==> config.mk <==
export PLATFORM = sky130hd
export DESIGN_NAME = key_debounce_flat
export DESIGN_NICKNAME = d
export VERILOG_FILES = /design/src/rtl/key_debounce_if.sv /design/src/rtl/key_debounce.sv /design/src/flat_wrapper.sv
export SDC_FILE = /design/constraint.sdc
export NUM_CORES = 1
export LEC_CHECK = 0
export BUFFER_PORTS_ARGS = -buffer_cell sky130_fd_sc_hd__buf_2
export CAP_MARGIN = 20
export CORE_ASPECT_RATIO = 1.5
export CORE_MARGIN = 2
export CORE_UTILIZATION = 45
export CTS_BUF_LIST = sky130_fd_sc_hd__clkbuf_4 sky130_fd_sc_hd__clkbuf_8
export DETAILED_ROUTE_END_ITERATION = 8
export PLACE_DENSITY = 0.62
export SLEW_MARGIN = 20
export SYNTH_ARGS = -nofsm -noshare
export SYNTH_HDL_FRONTEND = slang
export SYNTH_SLANG_ARGS = --single-unit
==> constraint.sdc <==
create_clock -name clk -period 3.3 [get_ports clk]
set_input_delay 0 -clock clk [delete_from_list [all_inputs] [get_ports clk]]
set_output_delay 0 -clock clk [all_outputs]
set_load 0.05 [all_outputs]
==> src/rtl/key_debounce_if.sv <==
// key_debounce_if
//   Bundles the note-button signals between the button front end and the
//   conditioning stage.
//   key_raw : 7  raw button levels, asynchronous, 1 = pressed
//   key     : 7  debounced key vector, 1 = held (bit 0 = do ... bit 6 = si)
//   press   : 7  one-cycle pulse on a key 0->1 transition
//   rel     : 7  one-cycle pulse on a key 1->0 transition
//               ('release' is a reserved word, hence the short name)
//   active  : 1  any key held
//   modport master : button source side (drives key_raw)
//   modport slave  : key_debounce side (drives the conditioned outputs)
interface key_debounce_if;
   logic [6:0] key_raw;
   logic [6:0] key;
   logic [6:0] press;
   logic [6:0] rel;
   logic       active;

   modport master (output key_raw, input key, press, rel, active);
   modport slave  (input key_raw, output key, press, rel, active);
endinterface

==> src/rtl/key_debounce.sv <==
// key_debounce
//   Synchronises the seven raw note buttons, debounces each bit with its own
//   counter and produces a clean key vector with press/release pulses.
//   Parameters:
//     DB_CYCLES : consecutive disagreeing cycles before a bit flips (>= 1)
//     CW        : per-key counter width, derived from DB_CYCLES
//   Ports:
//     clk   : system clock
//     rst_n : asynchronous active-low reset
//     bus   : key_debounce_if.slave (key_raw in; key/press/rel/active out)
//   Optional feature, macro KEY_ONEHOT_EN:
//     defined   -> single-owner arbitration, key is always 0 or one-hot,
//                  one extra cycle of latency
//     undefined -> key follows the debounced state directly (chords multi-hot)
module key_debounce #(
   parameter int unsigned DB_CYCLES = 2_000_000,
   parameter int unsigned CW        = (DB_CYCLES > 1) ? $clog2(DB_CYCLES) : 1
) (
   input logic            clk,
   input logic            rst_n,
   key_debounce_if.slave  bus
);

   localparam logic [CW-1:0] CNT_LAST = CW'(DB_CYCLES - 1);

   logic [6:0]    s1;
   logic [6:0]    s2;
   logic [6:0]    stable;
   logic [6:0]    stable_d;
   logic [CW-1:0] cnt   [7];
   logic [CW-1:0] cnt_d [7];
   logic [6:0]    key_q;
   logic [6:0]    key_d;
   logic [6:0]    press_q;
   logic [6:0]    rel_q;

   // Any agreeing cycle restarts the count; the count never passes CNT_LAST
   // because reaching it flips the state and clears the counter.
   always_comb begin
      stable_d = stable;
      for (int unsigned i = 0; i < 7; i++) begin
         cnt_d[i] = '0;
         if (s2[i] != stable[i]) begin
            if (cnt[i] == CNT_LAST)
               stable_d[i] = s2[i];
            else
               cnt_d[i] = cnt[i] + 1'b1;
         end
      end
   end

`ifdef KEY_ONEHOT_EN
   // key_q acts as the owner register. Losing the owner clears it for one
   // cycle; re-arbitration among still-held keys happens on the next edge.
   always_comb begin
      if (key_q == '0)
         key_d = stable & (~stable + 7'd1);
      else if ((key_q & stable) == '0)
         key_d = '0;
      else
         key_d = key_q;
   end
`else
   // Tracks the debounced state on the same edge it flips, so no latency
   // is added; key_q always equals stable.
   assign key_d = stable_d;
`endif

   always_ff @(posedge clk or negedge rst_n) begin
      if (!rst_n) begin
         s1      <= '0;
         s2      <= '0;
         stable  <= '0;
         key_q   <= '0;
         press_q <= '0;
         rel_q   <= '0;
         for (int unsigned i = 0; i < 7; i++)
            cnt[i] <= '0;
      end else begin
         s1      <= bus.key_raw;
         s2      <= s1;
         stable  <= stable_d;
         key_q   <= key_d;
         press_q <= key_d & ~key_q;
         rel_q   <= ~key_d & key_q;
         for (int unsigned i = 0; i < 7; i++)
            cnt[i] <= cnt_d[i];
      end
   end

   assign bus.key    = key_q;
   assign bus.press  = press_q;
   assign bus.rel    = rel_q;
   assign bus.active = |key_q;

endmodule

==> src/flat_wrapper.sv <==
// flat-port wrapper written by rule: the top's interface ports become plain ports
module key_debounce_flat 
#(
   parameter int unsigned DB_CYCLES = 2_000_000,
   parameter int unsigned CW        = (DB_CYCLES > 1) ? $clog2(DB_CYCLES) : 1
)
  (clk, rst_n, bus_key_raw, bus_key, bus_press, bus_rel, bus_active);
  key_debounce_if bus_i ();
  input logic clk;
  input logic rst_n;
  input wire logic [$bits(bus_i.key_raw)-1:0] bus_key_raw;
  output wire logic [$bits(bus_i.key)-1:0] bus_key;
  output wire logic [$bits(bus_i.press)-1:0] bus_press;
  output wire logic [$bits(bus_i.rel)-1:0] bus_rel;
  output wire logic [$bits(bus_i.active)-1:0] bus_active;
  assign bus_i.key_raw = bus_key_raw;
  assign bus_key = bus_i.key;
  assign bus_press = bus_i.press;
  assign bus_rel = bus_i.rel;
  assign bus_active = bus_i.active;
  key_debounce #(.DB_CYCLES(DB_CYCLES), .CW(CW)) u_core (.clk(clk), .rst_n(rst_n), .bus(bus_i));
endmodule
==> results of run 1 <==
## worst max-delay path: stages (launching register included)
cell     delay, ns
dfrtp_1       0.42
or4b_1        0.50
or4_4         0.45
o41ai_4       0.60
buf_4         0.28
nor2_1        0.06
## per-layer routing
layer,vias to the layer above,wire length (um),part of all wire
met1,2993,7350,0.45
met3,16,388,0.024
met4,0,217,0.013
met5,-,0,0
met2,91,8520,0.52
li1,3078,-,-
## area by class of cell
cell class	instances	area (sq um)	area share
Clock buffer	19	249	0.0263
Clock inverter	13	170	0.0180
Inverter	20	75.1	0.00794
Multi-Input combinational cell	606	3800	0.401
Sequential cell	182	4550	0.482
Tap cell	252	315	0.0333
Timing Repair Buffer	44	297	0.0314
## worst max path at each step
stage | start | endpoint | slack (ns)
finish | u_core.cnt[9]$_DFF_PN0_ | u_core.cnt[9]$_DFF_PN0_ | 0.88
global route | u_core.cnt[9]$_DFF_PN0_ | u_core.cnt[11]$_DFF_PN0_ | 0.77
CTS | u_core.cnt[9]$_DFF_PN0_ | u_core.cnt[9]$_DFF_PN0_ | 0.84
detailed placement | u_core.cnt[9]$_DFF_PN0_ | u_core.cnt[12]$_DFF_PN0_ | 0.86
global placement | u_core.cnt[9]$_DFF_PN0_ | u_core.cnt[16]$_DFF_PN0_ | 0.90
floorplan | u_core.cnt[9]$_DFF_PN0_ | u_core.stable[6]$_DFF_PN0_ | 1.04
## cells by family (layout without fill, tap and decap cells)
group,Yosys count,count (layout),synth area share
fa+ha+maj,7,7,0.0103
simple gates,400,400,0.258
xor+xnor,94,94,0.0969
flops,182,182,0.536
buf+inv,39,96,0.0177
compound gates,98,98,0.0717
mux,7,7,0.00971
## repair_timing
item                                   CTS  global route
endpoints found under the hold margin  106             0
gates resized for setup                  0             0
hold buffers                             8             0
## placed cells by master (no fill, tap or decap), types with 24 or more instances in the layout
cell type and instances:
or4_1 24, nand2_1 46, nand4_1 37, nand3_1 52, buf_2 29, xnor2_1 50
o21ai_0 24, xor2_1 44, dfrtp_1 182, a21oi_1 44, nor2_1 108, or3_1 29
## sequential cells by signal, indices dropped and copies added, names as in the netlist
register,flops
u_core.bus.press,7
u_core.bus.rel,7
u_core.cnt,147
u_core.s1,7
u_core.s2,7
u_core.stable,7
## metrics by stage
step	total power, W	hold slack (ns)	instance area [sq um]	setup WS (ns)	cells
3_3_place_gp	0.00246	0.108	8960	0.902	1096
4_1_cts	0.00408	0.135	9460	0.839	1136
2_1_floorplan	0.00238	-0.296	8500	1.04	827
5_1_grt	0.00420	0.149	9460	0.765	1136
6_report	0.00402	0.174	9460	0.882	1136
3_5_place_dp	0.00246	0.109	8960	0.861	1096
## power groups by stage
| stage | clock network, W | registers (W) | logic (W) |
|---|---|---|---|
| finish | 0.00159 | 0.00229 | 0.000135 |
| global route | 0.00175 | 0.00229 | 0.000160 |
| CTS | 0.00165 | 0.00229 | 0.000141 |
| detailed placement | 0 | 0.00233 | 0.000134 |
| global placement | 0 | 0.00233 | 0.000133 |
| floorplan | 0 | 0.00232 | 0.0000618 |
==> results.toml, run 1 <==
[run_status]
status = "finished, final reports clean"

[clock_network]
h-tree-depth = 4
clkSinkCount = 182
cts_tree = "yes"
clk_pin_slew_ns = 0.10
cts-root-buf = "clkbuf_8"
cts_buffer_depth = 2
post_cts_buffers = 0
numCtsBuffers = 17
insertion_delay_ns = 0.46

[power_and_ir_drop]
p_int_w = 0.00308
power_frac_clock = 0.397
p_sw_w = 0.000937
pwr-share-seq = 0.569
power_frac_comb = 0.034
power.density_nw_per_um2 = 425
p_leak_nw = 3.88
sw_frac_of_total = 0.233
irDropWorstVdd_mv = 0.244

[global_routing]
antenna_found_initial = 0
track_usage = 0.179
grt-ovfl-total = 0
grt_pass1_vias = 6190
top_usage_layer = "met2"
use_met3 = 0.0343
globalRouteMet2Util = 0.309
met1_usage = 0.221
grt_max_degree = 102
grt_pass1_wl_mm = 28.9

[place]
port_buffers = 30
routabilityCongestion = 0.789
dp_hpwl_mm = 11.2

[logic_synthesis]
yosys.area.top_type_share = 0.536
syn_area_sq_um = 8500
synth_area_per_cell_sq_um = 10.3
yosysTopAreaCell = "dfrtp_1"
synth_edf_count = 0
ys_ff_latch = 182
post-synth-top-count-cell = "dfrtp_1"
yosysWarnings = 0
yosys-top-cells-count = "dfrtp_1, nor2_1, nand3_1, xnor2_1, nand2_1"
syn_nets = 843
ys_seq_area_frac = 0.536
synth_ff_type = "dfrtp_1"
ys_types = 40
yosys-top-cells-area = "dfrtp_1, xnor2_1, nor2_1"
ys_async_sr_fraction = 1.00
synth_cells = 827

[timing]
rsz0062_at_grt = "no"
tns_ns = 0
skew_ns = 0.0170
clock.fmax_ghz = 0.414
min_period_ns = 2.42
tightest_slew_ns = 0.818
hold_viol = 0
relSlewSlack = 0.449
setup_viol = 0
finalMaxSlewViolations = 0
finalCritPeriodShare = 0.733

[floorplan]
die_h_um = 172
num_rows = 61
start_util = 0.458
core_sq_um = 18500
die-area_sq_um = 20000
die_w_um = 116
ioPinCount = 31

[worst_setup_path]
critPathArrivalTime_ns = 2.75
crit_type = "reg2reg"
r2r_slack_ns = 0.88
rr_worst_depth = 5
r2r-start = "u_core.cnt[9]$_DFF_PN0_"
cp-end-kind = "flop"
reg2reg_to = "u_core.cnt[9]$_DFF_PN0_"
cp_max_fo = 10
worstPathRequired_ns = 3.64
cp-start-kind = "flop"

[routing]
wl_mm = 16.5
dr_total_vias = 6178
drtIter0Drc = 388
drt-vias-per-instance = 5.44
firstDrtPassIters = 7
drc = 0
wl_per_cell_um = 14.5
detail-route-antenna-nets = 0

[finish]
utilization = 0.510
nFillCells = 1721
drive_gt1_frac = 0.0973
fin_nets = 887
area_growth_pct = 11.2
antenna_cells = 0

[run]
maxCapViolCount = 0

[worst_hold_path]
min_from = "bus_key_raw[4]"
hp-class = "in2reg"
min_to = "u_core.s1[4]$_DFF_PN0_"
whs_path_depth = 2
(Power assumes the default switching activity.)
==> run 2: changes to the inputs <==
==> constraint.sdc (replaced) <==
create_clock -name clk -period 2.3 [get_ports clk]
set_input_delay 0 -clock clk [delete_from_list [all_inputs] [get_ports clk]]
set_output_delay 0 -clock clk [all_outputs]
set_load 0.05 [all_outputs]
==> run 2 against run 1 <==
Effect of this change:
- die area unchanged
- register-to-register slack got worse by 0.78 ns
- core utilization up 0.83 points
- sequential power is 43% higher
- via count rose by 1.7%
- count of clock-buffer cells in the layout increased by 3
- clock power is 35% higher
- non-clock buffer count rose by 21
- design area up 1.6%
- wire length up 2.0%
- worst setup slack worse by 0.78 ns
==> results.toml, run 2 (synthesis gave the netlist of run 1 again) <==
[routing]
wl_mm = 16.8
drc = 0
dr_total_vias = 6282
firstDrtPassIters = 5
drtIter0Drc = 366
wl_per_cell_um = 14.6
detail-route-antenna-nets = 0
drt-vias-per-instance = 5.44

[global_routing]
grt-ovfl-total = 0
grt_pass1_vias = 6204
grt_pass1_wl_mm = 29.2
grt_max_degree = 72
antenna_found_initial = 0
track_usage = 0.181

[worst_setup_path]
worstPathRequired_ns = 2.64
cp-start-kind = "flop"
r2r_slack_ns = 0.1
cp-end-kind = "flop"
cp_max_fo = 4
rr_worst_depth = 4
crit_type = "reg2reg"
critPathArrivalTime_ns = 2.54

[timing]
tightest_slew_ns = 0.610
min_period_ns = 2.20
skew_ns = 0.0107
setup_viol = 0
finalCritPeriodShare = 0.958
hold_viol = 0
whs_ns = 0.118
relSlewSlack = 0.594
clock.fmax_ghz = 0.454
tns_ns = 0
rsz0062_at_grt = "no"
finalMaxSlewViolations = 0

[finish]
largest_reg_flops = 147
final_cell_mix = "dfrtp_1, nor2_1, nand3_1, xnor2_1, nand2_1"
final_area_sq_um = 9610
area_growth_pct = 13.1
top_register = "u_core.cnt"
nFillCells = 1723
antenna_cells = 0
final_common_cell = "dfrtp_1"
fin_nets = 908
drive_gt1_frac = 0.116

[clock_network]
numCtsBuffers = 17
cts_buffer_depth = 2
cts_tree = "yes"
h-tree-depth = 4
post_cts_buffers = 0
clkSinkCount = 182
insertion_delay_ns = 0.45
clk_pin_slew_ns = 0.08
cts-root-buf = "clkbuf_8"

[power_and_ir_drop]
total_power_w = 0.00563
power.density_nw_per_um2 = 586
irDropWorstVdd_mv = 0.328
p_leak_nw = 3.99

[floorplan]
die_w_um = 116
num_rows = 61
ioPinCount = 31
die_h_um = 172
start_util = 0.458
core_sq_um = 18500
die-area_sq_um = 20000

[run]
maxCapViolCount = 0

[run_status]
status = "finished, final reports clean"

[place]
port_buffers = 30
dp_hpwl_mm = 11.8
routabilityCongestion = 0.788
placed_area_sq_um = 9140

[worst_hold_path]
hp-class = "in2async"
==> run 2: changes by cell type in the layout (fill, tap and decap cells not counted) <==
cell        before  now
bufinv_16        3    2
clkinvlp_4       3    1
clkbuf_8        18   21
clkinv_2         1    3
buf_12           1    3
inv_6            4    0
buf_4            5   24
==> run 2: area by class of cell <==
type	instances	area, sq um	area share
well taps	252	315	0.0328
multi-input cells	606	3800	0.395
inverters	20	75.1	0.00781
repair buffers	65	479	0.0499
flip-flops and latches	182	4550	0.474
clock inverters	8	100	0.0104
clock buffers	22	290	0.0302
==> run 2: worst max-delay path, cell delays in order, from the launching register on <==
cell and delay, ns:
dfrtp_1 0.37, or4b_1 0.51, or4_4 0.44, or4_4 0.46
mux2_4 0.31
==> run 2: final timing paths <==
check                                    startpoint                             to
max                        u_core.cnt[11]$_DFF_PN0_     u_core.stable[6]$_DFF_PN0_
min                                           rst_n       u_core.cnt[10]$_DFF_PN0_
max reg2reg                u_core.cnt[11]$_DFF_PN0_     u_core.stable[6]$_DFF_PN0_
min reg2reg                  u_core.s1[6]$_DFF_PN0_         u_core.s2[6]$_DFF_PN0_
max in group asynchronous                     rst_n  u_core.bus.press[2]$_DFF_PN0_
min in group clk                     bus_key_raw[2]         u_core.s1[2]$_DFF_PN0_
==> run 2: power breakdown <==
| part | switching [W] | internal, W | total, W |
|---|---|---|---|
| sequential | 0.0000405 | 0.00324 | 0.00328 |
| combinational | 0.000136 | 0.0000782 | 0.000214 |
| clock | 0.00108 | 0.00106 | 0.00214 |
==> run 2: routing by layer <==
layer  wire [um]  share of wire  GRT usage
met1        7660           0.46      0.230
met2        8470           0.50      0.306
met3         392          0.023     0.0329
met4         282          0.017     0.0663
met5           0              0          0
==> run 2: timing repair <==
action	CTS	global route
endpoints found under the setup margin	0	1
endpoints found under the hold margin	81	0
gates resized for setup	0	0
hold buffers	8	0
==> run 2: through the flow <==
step                      worst slack, ns  instances  utilization
after floorplan                    0.0395        827            -
after global placement             0.0459       1117        0.493
after detailed placement           0.0203       1117        0.493
after CTS                          0.0129       1155        0.518
after global routing               0.0165       1155        0.518
final                              0.0970       1155        0.518
